==> config.mk <==
export PLATFORM = sky130hd
export DESIGN_NAME = matmul_load_sched
export DESIGN_NICKNAME = d
export VERILOG_FILES = /design/src/rtl/matmul_pkg.sv /design/src/rtl/matmul_load_sched_beat_counter.sv /design/src/rtl/matmul_load_sched.sv
export SDC_FILE = /design/constraint.sdc
export NUM_CORES = 2
export LEC_CHECK = 0
export ABC_AREA = 1
export CAP_MARGIN = 20
export CORE_MARGIN = 8
export CORE_UTILIZATION = 55
export DETAILED_ROUTE_END_ITERATION = 12
export PLACE_DENSITY = 0.84
export SLEW_MARGIN = 10
export SYNTH_ARGS = -nofsm -noshare
export SYNTH_HDL_FRONTEND = slang
export SYNTH_SLANG_ARGS = --single-unit
export TNS_END_PERCENT = 20
==> constraint.sdc <==
create_clock -name clk -period 10.1 [get_ports clk]
set_input_delay 2.525 -clock clk [delete_from_list [all_inputs] [get_ports clk]]
set_output_delay 2.525 -clock clk [all_outputs]
set_load 0.1 [all_outputs]
==> src/rtl/matmul_pkg.sv <==
// Shared types and sizing helpers for the matrix-multiply load sequencer.
// Purely declarative: no logic, no latency.
// Sizing keeps beat counts wide enough that the dimension products never truncate.
package matmul_pkg;

  typedef enum logic [2:0] {
    IDLE    = 3'd0,
    LOAD_A  = 3'd1,
    LOAD_B  = 3'd2,
    COMPUTE = 3'd3,
    DONE    = 3'd4
  } sched_state_t;

  localparam int DEF_N1  = 4;
  localparam int DEF_N2  = 4;
  localparam int DEF_MSW = 16;

  // Width of a beat count: blocks * N * inner dimension, with N bounded by max(N1,N2).
  function automatic int beats_width(input int msw, input int n1, input int n2);
    int nmax;
    nmax = (n1 > n2) ? n1 : n2;
    return 2 * msw + $clog2(nmax);
  endfunction

  localparam int BEATS_W = beats_width(DEF_MSW, DEF_N1, DEF_N2);

endpackage

==> src/rtl/matmul_load_sched_beat_counter.sv <==
// Beat counter shared by the A and B load phases: load a terminal value, count beats.
// Registered count; tc_o is combinational from the count and the loaded terminal value.
// No backpressure of its own; advances only when inc_i is asserted.
module beat_counter #(
  parameter int W = 34
) (
  input  logic         clk,
  input  logic         rst,
  input  logic         load_i,
  input  logic [W-1:0] load_val_i,
  input  logic         clr_i,
  input  logic         inc_i,
  output logic         tc_o
);

  localparam logic [W-1:0] ONE = {{(W-1){1'b0}}, 1'b1};

  logic [W-1:0] cnt_q, cnt_d;
  logic [W-1:0] term_q, term_d;

  // Load takes priority (new phase), then clear (phase end), then count a beat.
  always_comb begin
    cnt_d  = cnt_q;
    term_d = term_q;
    if (load_i) begin
      term_d = load_val_i;
      cnt_d  = '0;
    end else if (clr_i) begin
      cnt_d = '0;
    end else if (inc_i) begin
      cnt_d = cnt_q + ONE;
    end
  end

  // Count and terminal value registers with synchronous active-low reset.
  always_ff @(posedge clk) begin
    if (!rst) begin
      cnt_q  <= '0;
      term_q <= '0;
    end else begin
      cnt_q  <= cnt_d;
      term_q <= term_d;
    end
  end

  assign tc_o = (cnt_q == term_q - ONE);

endmodule

==> src/rtl/matmul_load_sched.sv <==
// Job sequencer: steers one input stream into the A then B write paths, then runs compute.
// Stream data passes to wr_data with zero latency; compute_start is registered (first COMPUTE cycle).
// s_ready is high only in LOAD_A/LOAD_B; s_valid gaps simply stall. Perf counters: MATMUL_SCHED_PERF_EN.
module matmul_load_sched
  import matmul_pkg::*;
#(
  parameter int N1           = 4,
  parameter int N2           = 4,
  parameter int MATRIXSIZE_W = 16,
  parameter int DATA_W       = 32
) (
  input  logic                    clk,
  input  logic                    rst,
  input  logic                    start,
  input  logic [MATRIXSIZE_W-1:0] M1dN1,
  input  logic [MATRIXSIZE_W-1:0] M2,
  input  logic [MATRIXSIZE_W-1:0] M3dN2,
  input  logic                    s_valid,
  output logic                    s_ready,
  input  logic [DATA_W-1:0]       s_data,
  output logic                    valid_A,
  output logic                    valid_B,
  output logic [DATA_W-1:0]       wr_data,
  output logic                    compute_start,
  input  logic                    compute_done,
  output logic                    busy,
  output logic                    done,
  output logic                    err_cfg,
  output logic [31:0]             perf_cycles,
  output logic [31:0]             perf_stalls
);

  localparam int BW = beats_width(MATRIXSIZE_W, N1, N2);
  localparam logic [BW-1:0] N1_W = BW'(N1);
  localparam logic [BW-1:0] N2_W = BW'(N2);

  sched_state_t state_q, state_d;

  logic [MATRIXSIZE_W-1:0] m2_q, m3_q;
  logic                    err_q;
  logic                    cs_q;

  logic          accept, dim_zero, in_load, beat, last_beat;
  logic [BW-1:0] beats_a, beats_b;
  logic          cnt_load, cnt_clr;
  logic [BW-1:0] cnt_load_val;

  assign accept   = (state_q == IDLE) && start;
  assign dim_zero = (M1dN1 == '0) || (M2 == '0) || (M3dN2 == '0);
  assign in_load  = (state_q == LOAD_A) || (state_q == LOAD_B);
  assign beat     = in_load && s_valid;

  // A count comes from the live inputs at start; B count from the dimensions latched then.
  assign beats_a = BW'(M1dN1) * N1_W * BW'(M2);
  assign beats_b = BW'(m3_q) * N2_W * BW'(m2_q);

  assign cnt_load     = (accept && !dim_zero) || ((state_q == LOAD_A) && beat && last_beat);
  assign cnt_load_val = accept ? beats_a : beats_b;
  assign cnt_clr      = (state_q == LOAD_B) && beat && last_beat;

  beat_counter #(.W(BW)) u_beat_cnt (
    .clk        (clk),
    .rst        (rst),
    .load_i     (cnt_load),
    .load_val_i (cnt_load_val),
    .clr_i      (cnt_clr),
    .inc_i      (beat),
    .tc_o       (last_beat)
  );

  // State register.
  always_ff @(posedge clk) begin
    if (!rst) state_q <= IDLE;
    else      state_q <= state_d;
  end

  // Next-state logic: a zero dimension skips straight to DONE with no load beats.
  always_comb begin
    state_d = state_q;
    case (state_q)
      IDLE:    if (start) state_d = dim_zero ? DONE : LOAD_A;
      LOAD_A:  if (beat && last_beat) state_d = LOAD_B;
      LOAD_B:  if (beat && last_beat) state_d = COMPUTE;
      COMPUTE: if (compute_done) state_d = DONE;
      DONE:    state_d = IDLE;
      default: state_d = IDLE;
    endcase
  end

  // State-decoded outputs; write data is forced to zero outside the load phases.
  always_comb begin
    s_ready = in_load;
    valid_A = (state_q == LOAD_A) && s_valid;
    valid_B = (state_q == LOAD_B) && s_valid;
    wr_data = in_load ? s_data : '0;
    busy    = (state_q != IDLE);
    done    = (state_q == DONE);
  end

  // Dimension latch, config-error flag and the registered compute_start pulse.
  always_ff @(posedge clk) begin
    if (!rst) begin
      m2_q  <= '0;
      m3_q  <= '0;
      err_q <= 1'b0;
      cs_q  <= 1'b0;
    end else begin
      if (accept) begin
        m2_q  <= M2;
        m3_q  <= M3dN2;
        err_q <= dim_zero;
      end
      cs_q <= (state_d == COMPUTE) && (state_q != COMPUTE);
    end
  end

  assign err_cfg       = err_q;
  assign compute_start = cs_q;

`ifdef MATMUL_SCHED_PERF_EN
  logic [31:0] cyc_q, stl_q;

  // Job cycle and load-stall counters; the start cycle counts as cycle 1, values hold in IDLE.
  always_ff @(posedge clk) begin
    if (!rst) begin
      cyc_q <= '0;
      stl_q <= '0;
    end else if (accept) begin
      cyc_q <= 32'd1;
      stl_q <= '0;
    end else begin
      if ((state_q != IDLE) && (cyc_q != 32'hFFFF_FFFF)) cyc_q <= cyc_q + 32'd1;
      if (in_load && !s_valid && (stl_q != 32'hFFFF_FFFF)) stl_q <= stl_q + 32'd1;
    end
  end

  assign perf_cycles = cyc_q;
  assign perf_stalls = stl_q;
`else
  assign perf_cycles = '0;
  assign perf_stalls = '0;
`endif

endmodule

Word level (Yosys, flattened, before mapping)
Index checks and enable logic that the tools add are counted.
- add/sub/neg operators: 2
- $mul: 2
- equal/unequal tests: 7
- muxes and demuxes: 8
- bitwise operators: 1
- reductions and logical operators: 22
- operators with widths (operator ; count):
    16-bit by 16-bit multiplier with 32-bit output ; 2
    16-bit zero test ; 3
    34-bit by 1-bit adder with 34-bit output (second input constant) ; 1
    34-bit == test ; 1
    34-bit 2-to-1 mux ; 1
    34-bit by 1-bit subtractor with 34-bit output (second input constant) ; 1
    32-bit 2-to-1 mux ; 1
    3-bit 2-to-1 mux ; 5
    3-bit case mux with 4 select lines ; 1
    1-bit logical AND ; 11
    3-bit by 2-bit == test with 1-bit output (second input constant) ; 3
    1-bit logical OR ; 4
    3-bit by 1-bit == test with 1-bit output (second input constant) ; 1
    3-bit == test (second input constant) ; 1
    3-bit zero test ; 1
    3-bit by 2-bit != test with 1-bit output (second input constant) ; 1
    3-bit nonzero test ; 1
    3-bit OR reduction ; 1
    1-bit zero test ; 1
    1-bit NOT ; 1
- flip-flop bits (word level): 105
- output and inout port bits: 103
- logic and storage cells: 49

Longest topological paths before layout
- depth in word-level cells: 8
- gate-level depth with buffers: 29
- gate-level depth less buffers: 27

By module
A second synthesis with hierarchy kept.
- cell total of the unflattened synthesis: 3802
- area total of the unflattened synthesis: 25806.0 um^2
- by module, submodules not included (module ; instances ; cells an instance ; area an instance (um^2) ; seq. area each (um^2)):
    matmul_load_sched ; 1 ; 3152 ; 21509.4 ; 740.7
    beat_counter ; 1 ; 650 ; 4296.6 ; 1361.3

Least setup slack after synthesis
Ideal clock, no wire load.
- path kind: in2reg
- start: input port M2[7]
- end: register u_beat_cnt.term_q[31]
- library setup time: 0.116 ns
- arrival: 7.765 ns
- required time: 9.984 ns
- setup slack: 2.219 ns
- stages on the path: 28
- path buffers: 2
- path through: clkbuf_1 clkbuf_1 nand2_1 fa_1 inv_1 fa_1 inv_1 fa_1 inv_1 fa_1 fa_1 inv_1 fa_1 inv_1 ha_1 nand2_1 inv_1 nand3_1 nor2_1 nand4_1 nand3_1 a21oi_1 o21ai_0 a21oi_1 o21ai_0 o21ai_0 nor2_1 nor2_1
- word-level cells in the longest chain between the ends: 6
- elaborated cells on any way between the ends: 8
- classes of those cells: 1 x mul; 1 x mux; 6 x reduce/logical
- ends and longest elaborated chain (element ; line ; source):
    from (decl) ; matmul_load_sched.sv:16 ; input logic [MATRIXSIZE_W-1:0] M2,
    parallel branches: the longest is 6 deep, another holds 16-bit by 16-bit multiplier with 32-bit output ; -- ;
    to (signal assigned) ; matmul_load_sched_beat_counter.sv:42 ; term_q <= term_d;
    to (decl) ; matmul_load_sched_beat_counter.sv:19 ; logic [W-1:0] term_q, term_d;
Parallel ways; which one is timed is not known.
A chain may end at the register's enable or synchronous reset.

Final worst setup path
- start: input port M2[7]
- end: register u_beat_cnt.term_q[33]
Same word-level chain as after synthesis.

==> results.toml <==
[run_status]
outcome = "finished clean"

[clocking]
post_cts.repair.setup_buffers = 0
holdBufCountCts = 0
tritoncts = "done"
cts-root-to-sink-buffers = 2
tritoncts_num_sinks = 103
path_clk_slew_ns = 0.07
cts_made_buffers = 9
cts_root_buf = "sky130_fd_sc_hd__clkbuf_16"
worst_skew_pair_latency_ns = 0.38
h-tree-depth = 3
post_cts_resized = 0

[min_path]
worst_hold_path_cell_count = 2
worst_hold_startpoint = "u_beat_cnt.term_q[7]"
hold_class = "reg -> reg"
worstHoldEndpoint = "u_beat_cnt.term_q[7]"

[power_and_ir_drop]
p_leak_nw = 14.6
power_density_over_the_cells_nw_per_um2 = 210
design_power_total_w = 0.00540
ir_worst_vdd_mv = 0.372

[timing]
final-setup-viol-count = 0
fin_worst_skew_ns = 0.0107
fmax_ghz = 0.115
final_cycle_share_pct = 86.4
worstMarginPinSlew_ns = 1.14
finalHoldViolCount = 0
rsz0062_at_grt = "no"
slew_headroom_pct = 23.6
timing.final.crit_period_ns = 8.73
setup_total_negative_slack_ns = 0
finalMaxSlewViolations = 0

[yosys]
number_of_enable_type_register_cells_in_the_synthesized_netlist = 0
netlist_instances = 3433
synth_area_per_cell_um2 = 7.06
netlist_area_um2 = 24200
ys.flop_type = "sky130_fd_sc_hd__dfxtp_1"
yosys_register_bits = 103
number_of_synthesis_warnings = 0
yosysSeqAreaShare_pct = 8.51
postSynth.asyncResetShare_pct = 0
post_synth_num_cell_types = 45

[worst_setup_path]
cp_slowest_stage_delay_ns = 1.06
critPathKind = "in -> reg"
critPathMaxFanout = 18
cp_data_required_time_ns = 10.39
setup.worst_path.end_class = "flip-flop"
reg2reg_slack_ns = 3.58
cp_common_cell = "sky130_fd_sc_hd__fa_1"
worst_r2r_path_cells = 23
critical_path_depth = 23
critical_path.top_delay_family = "adder cells"
timing.critical_path.slowest_stage_cell = "sky130_fd_sc_hd__clkdlybuf4s50_1"
timing.critical_path.cells = "clkdlybuf4s50_1 > nand2_1 > fa_1 > fa_1 > inv_1 > fa_1 > fa_1 > fa_1 > inv_1 > fa_1 > inv_1 > ha_1 > nand4_1 > nor2_1 > nand4_1 > nand3_1 > nand3_1 > nand3_1 > xor2_1 > nand2_1 > o21ai_0 > nand2_1 > a21oi_1"
worstPathBufferInverterCount = 4
reg_to_reg_start = "m2_q[7]"
timing.rr.end = "u_beat_cnt.term_q[28]"
cp_data_arrival_time_ns = 9.02
worstSetupStartpointType = "input pin"

[global_route]
track_usage_pct = 25.6
grt_pass1_wl_um = 106000
grt_max_degree = 67
first_global_vias = 22000
grt_antenna_before_repair = 0
globalRouteOverflowTotal = 0

[place]
detailed_place_hpwl_um = 51100
gp_routability_congestion = 0.931
placement.io_buffers = 123

[final_layout]
multi_input_area_um2 = 18100
area.sequential_um2 = 2060
fraction_of_final_layout_cells_sized_beyond_drive_strength_1_pct = 1.73
fillCellCount = 3967
area.growth.synth_to_final_pct = 5.86
antenna-diode-count = 0
final_nets = 4095

[floorplan]
chipHeight_um = 226
floorplan.initialDensity_pct = 55.3
die_footprint_um2 = 51100
row_count = 77
ios = 188
horizontal_die_dimension_um = 226
design.core.area_um2 = 43800

[route]
initialDrtViolationCount = 1727
drt_pre_antenna_iters = 9
drcViolationCount = 0
wirelength_um = 63400
antenna_violating_nets_post_route = 0
route.detailed.vias_per_inst = 5.27
wire_per_inst_um = 15.8
detailroute.via_count = 21100

[job]
max_cap_violations = 0
==> worst register-to-register path: stages (launching register included) <==
cell and delay [ns]:
sky130_fd_sc_hd__dfxtp_1 0.89, sky130_fd_sc_hd__nand2_1 0.20, sky130_fd_sc_hd__fa_1 0.57, sky130_fd_sc_hd__inv_1 0.06
sky130_fd_sc_hd__fa_1 0.51, sky130_fd_sc_hd__inv_1 0.08, sky130_fd_sc_hd__fa_1 0.55, sky130_fd_sc_hd__inv_1 0.07
sky130_fd_sc_hd__fa_1 0.44, sky130_fd_sc_hd__fa_1 0.54, sky130_fd_sc_hd__inv_1 0.05, sky130_fd_sc_hd__fa_1 0.48
sky130_fd_sc_hd__inv_1 0.04, sky130_fd_sc_hd__ha_1 0.33, sky130_fd_sc_hd__a21oi_1 0.24, sky130_fd_sc_hd__o21a_1 0.19
sky130_fd_sc_hd__o21ai_0 0.11, sky130_fd_sc_hd__nand2_1 0.08, sky130_fd_sc_hd__nand3_1 0.13, sky130_fd_sc_hd__a21o_1 0.20
sky130_fd_sc_hd__o21ai_0 0.40, sky130_fd_sc_hd__nand2_1 0.10, sky130_fd_sc_hd__nor2_1 0.11, sky130_fd_sc_hd__nor2_1 0.06
==> cells in the mapped netlist (22+ instances only) <==
cell	instances	area (um^2)
sky130_fd_sc_hd__nand4_1	25	156
sky130_fd_sc_hd__nand3_1	67	335
sky130_fd_sc_hd__xor2_1	55	482
sky130_fd_sc_hd__fa_1	388	7770
sky130_fd_sc_hd__buf_4	64	480
sky130_fd_sc_hd__a21oi_1	122	611
sky130_fd_sc_hd__ha_1	210	2630
sky130_fd_sc_hd__inv_1	845	3170
sky130_fd_sc_hd__nor3_1	22	110
sky130_fd_sc_hd__o21ai_0	103	515
sky130_fd_sc_hd__nor2_1	267	1000
sky130_fd_sc_hd__clkbuf_1	140	526
sky130_fd_sc_hd__dfxtp_1	103	2060
sky130_fd_sc_hd__xnor2_1	27	236
sky130_fd_sc_hd__nand2_1	870	3270
==> registers in the layout (all words and copies together) (netlist names) <==
register	count
m3_q	16
m2_q	16
err_cfg	1
u_beat_cnt.term_q	32
compute_start	1
state_q	3
u_beat_cnt.cnt_q	34
==> power breakdown <==
group          internal [W]  leakage (nW)  total, W  switching, W
Clock              0.000174         0.140  0.000354      0.000180
Combinational       0.00163          13.7   0.00449       0.00287
Sequential         0.000446         0.841  0.000547      0.000101
==> worst max-delay path by stage <==
stage	start	end	slack [ns]
2_1_floorplan	M2[7]	u_beat_cnt.term_q[31]	2.22
3_3_place_gp	M2[10]	u_beat_cnt.term_q[33]	1.20
3_5_place_dp	M2[7]	u_beat_cnt.term_q[33]	1.13
4_1_cts	M2[11]	u_beat_cnt.term_q[33]	1.49
5_1_grt	M1dN1[7]	u_beat_cnt.term_q[33]	1.02
6_report	M2[7]	u_beat_cnt.term_q[33]	1.37
==> through the flow <==
stage	std cells	hold WS [ns]	worst slack [ns]	util (%)	area (um^2)
after floorplan	3496	0.473	2.22	-	24500
after global placement	3993	0.503	1.20	57.9	25400
after detailed placement	3993	0.509	1.13	57.9	25400
after CTS	4009	0.520	1.49	58.5	25700
after global routing	4009	0.552	1.02	58.5	25700
final	4009	0.518	1.37	58.5	25700
==> final cells by class <==
cell class,instances,area share [%]
repair buffers,128,4.94
clock inverters,6,0.249
multi-input cells,2321,70.6
well taps,592,2.89
clock buffers,10,0.892
flip-flops and latches,103,8.04
inverters,849,12.4
==> metal layers <==
| layer | up-vias | track usage (%) | routed length, um |
|---|---|---|---|
| li1 | 9841 | - | - |
| met1 | 10100 | 30.3 | 24100 |
| met2 | 957 | 43.9 | 30800 |
| met3 | 268 | 4.09 | 4860 |
| met4 | 0 | 14.0 | 3630 |
| met5 | - | 0 | 0 |
==> cell usage in the layout, fill, tap and decap left out, types with 3 or more instances in the layout <==
cell	Yosys	routed
sky130_fd_sc_hd__conb_1	1	64
sky130_fd_sc_hd__nand4_1	25	25
sky130_fd_sc_hd__o21bai_1	9	9
sky130_fd_sc_hd__o21ai_1	3	3
sky130_fd_sc_hd__nor4_1	14	14
sky130_fd_sc_hd__nand3_1	67	66
sky130_fd_sc_hd__o21a_1	4	4
sky130_fd_sc_hd__o211ai_1	6	6
sky130_fd_sc_hd__nor2_2	13	13
sky130_fd_sc_hd__a21oi_1	122	122
sky130_fd_sc_hd__nand2_2	5	5
sky130_fd_sc_hd__xor2_1	55	55
sky130_fd_sc_hd__ha_1	210	210
sky130_fd_sc_hd__or2_2	4	4
sky130_fd_sc_hd__inv_2	4	4
sky130_fd_sc_hd__nor3_1	22	22
sky130_fd_sc_hd__a21boi_0	3	3
sky130_fd_sc_hd__o21ai_0	103	103
sky130_fd_sc_hd__buf_4	64	5
sky130_fd_sc_hd__clkbuf_16	0	9
sky130_fd_sc_hd__nor2_4	4	4
sky130_fd_sc_hd__inv_1	845	845
sky130_fd_sc_hd__clkdlybuf4s50_1	0	123
sky130_fd_sc_hd__a21o_1	13	13
sky130_fd_sc_hd__dfxtp_1	103	103
sky130_fd_sc_hd__nand3b_1	3	3
sky130_fd_sc_hd__nor2_1	267	267
sky130_fd_sc_hd__nand2_1	870	870
sky130_fd_sc_hd__fa_1	388	388
sky130_fd_sc_hd__a31oi_1	5	5
sky130_fd_sc_hd__xnor2_1	27	27
==> cell families after synthesis <==
| family | after synthesis | synth area share (%) |
|---|---|---|
| fa+ha+maj | 598 | 42.9 |
| mux | 3 | 0.129 |
| simple gates | 1301 | 21.6 |
| flops | 103 | 8.51 |
| buf+inv | 1072 | 17.8 |
| other cells | 1 | 0.0155 |
| xor+xnor | 82 | 2.96 |
| compound gates | 273 | 6.10 |
(Power assumes the default switching activity.)
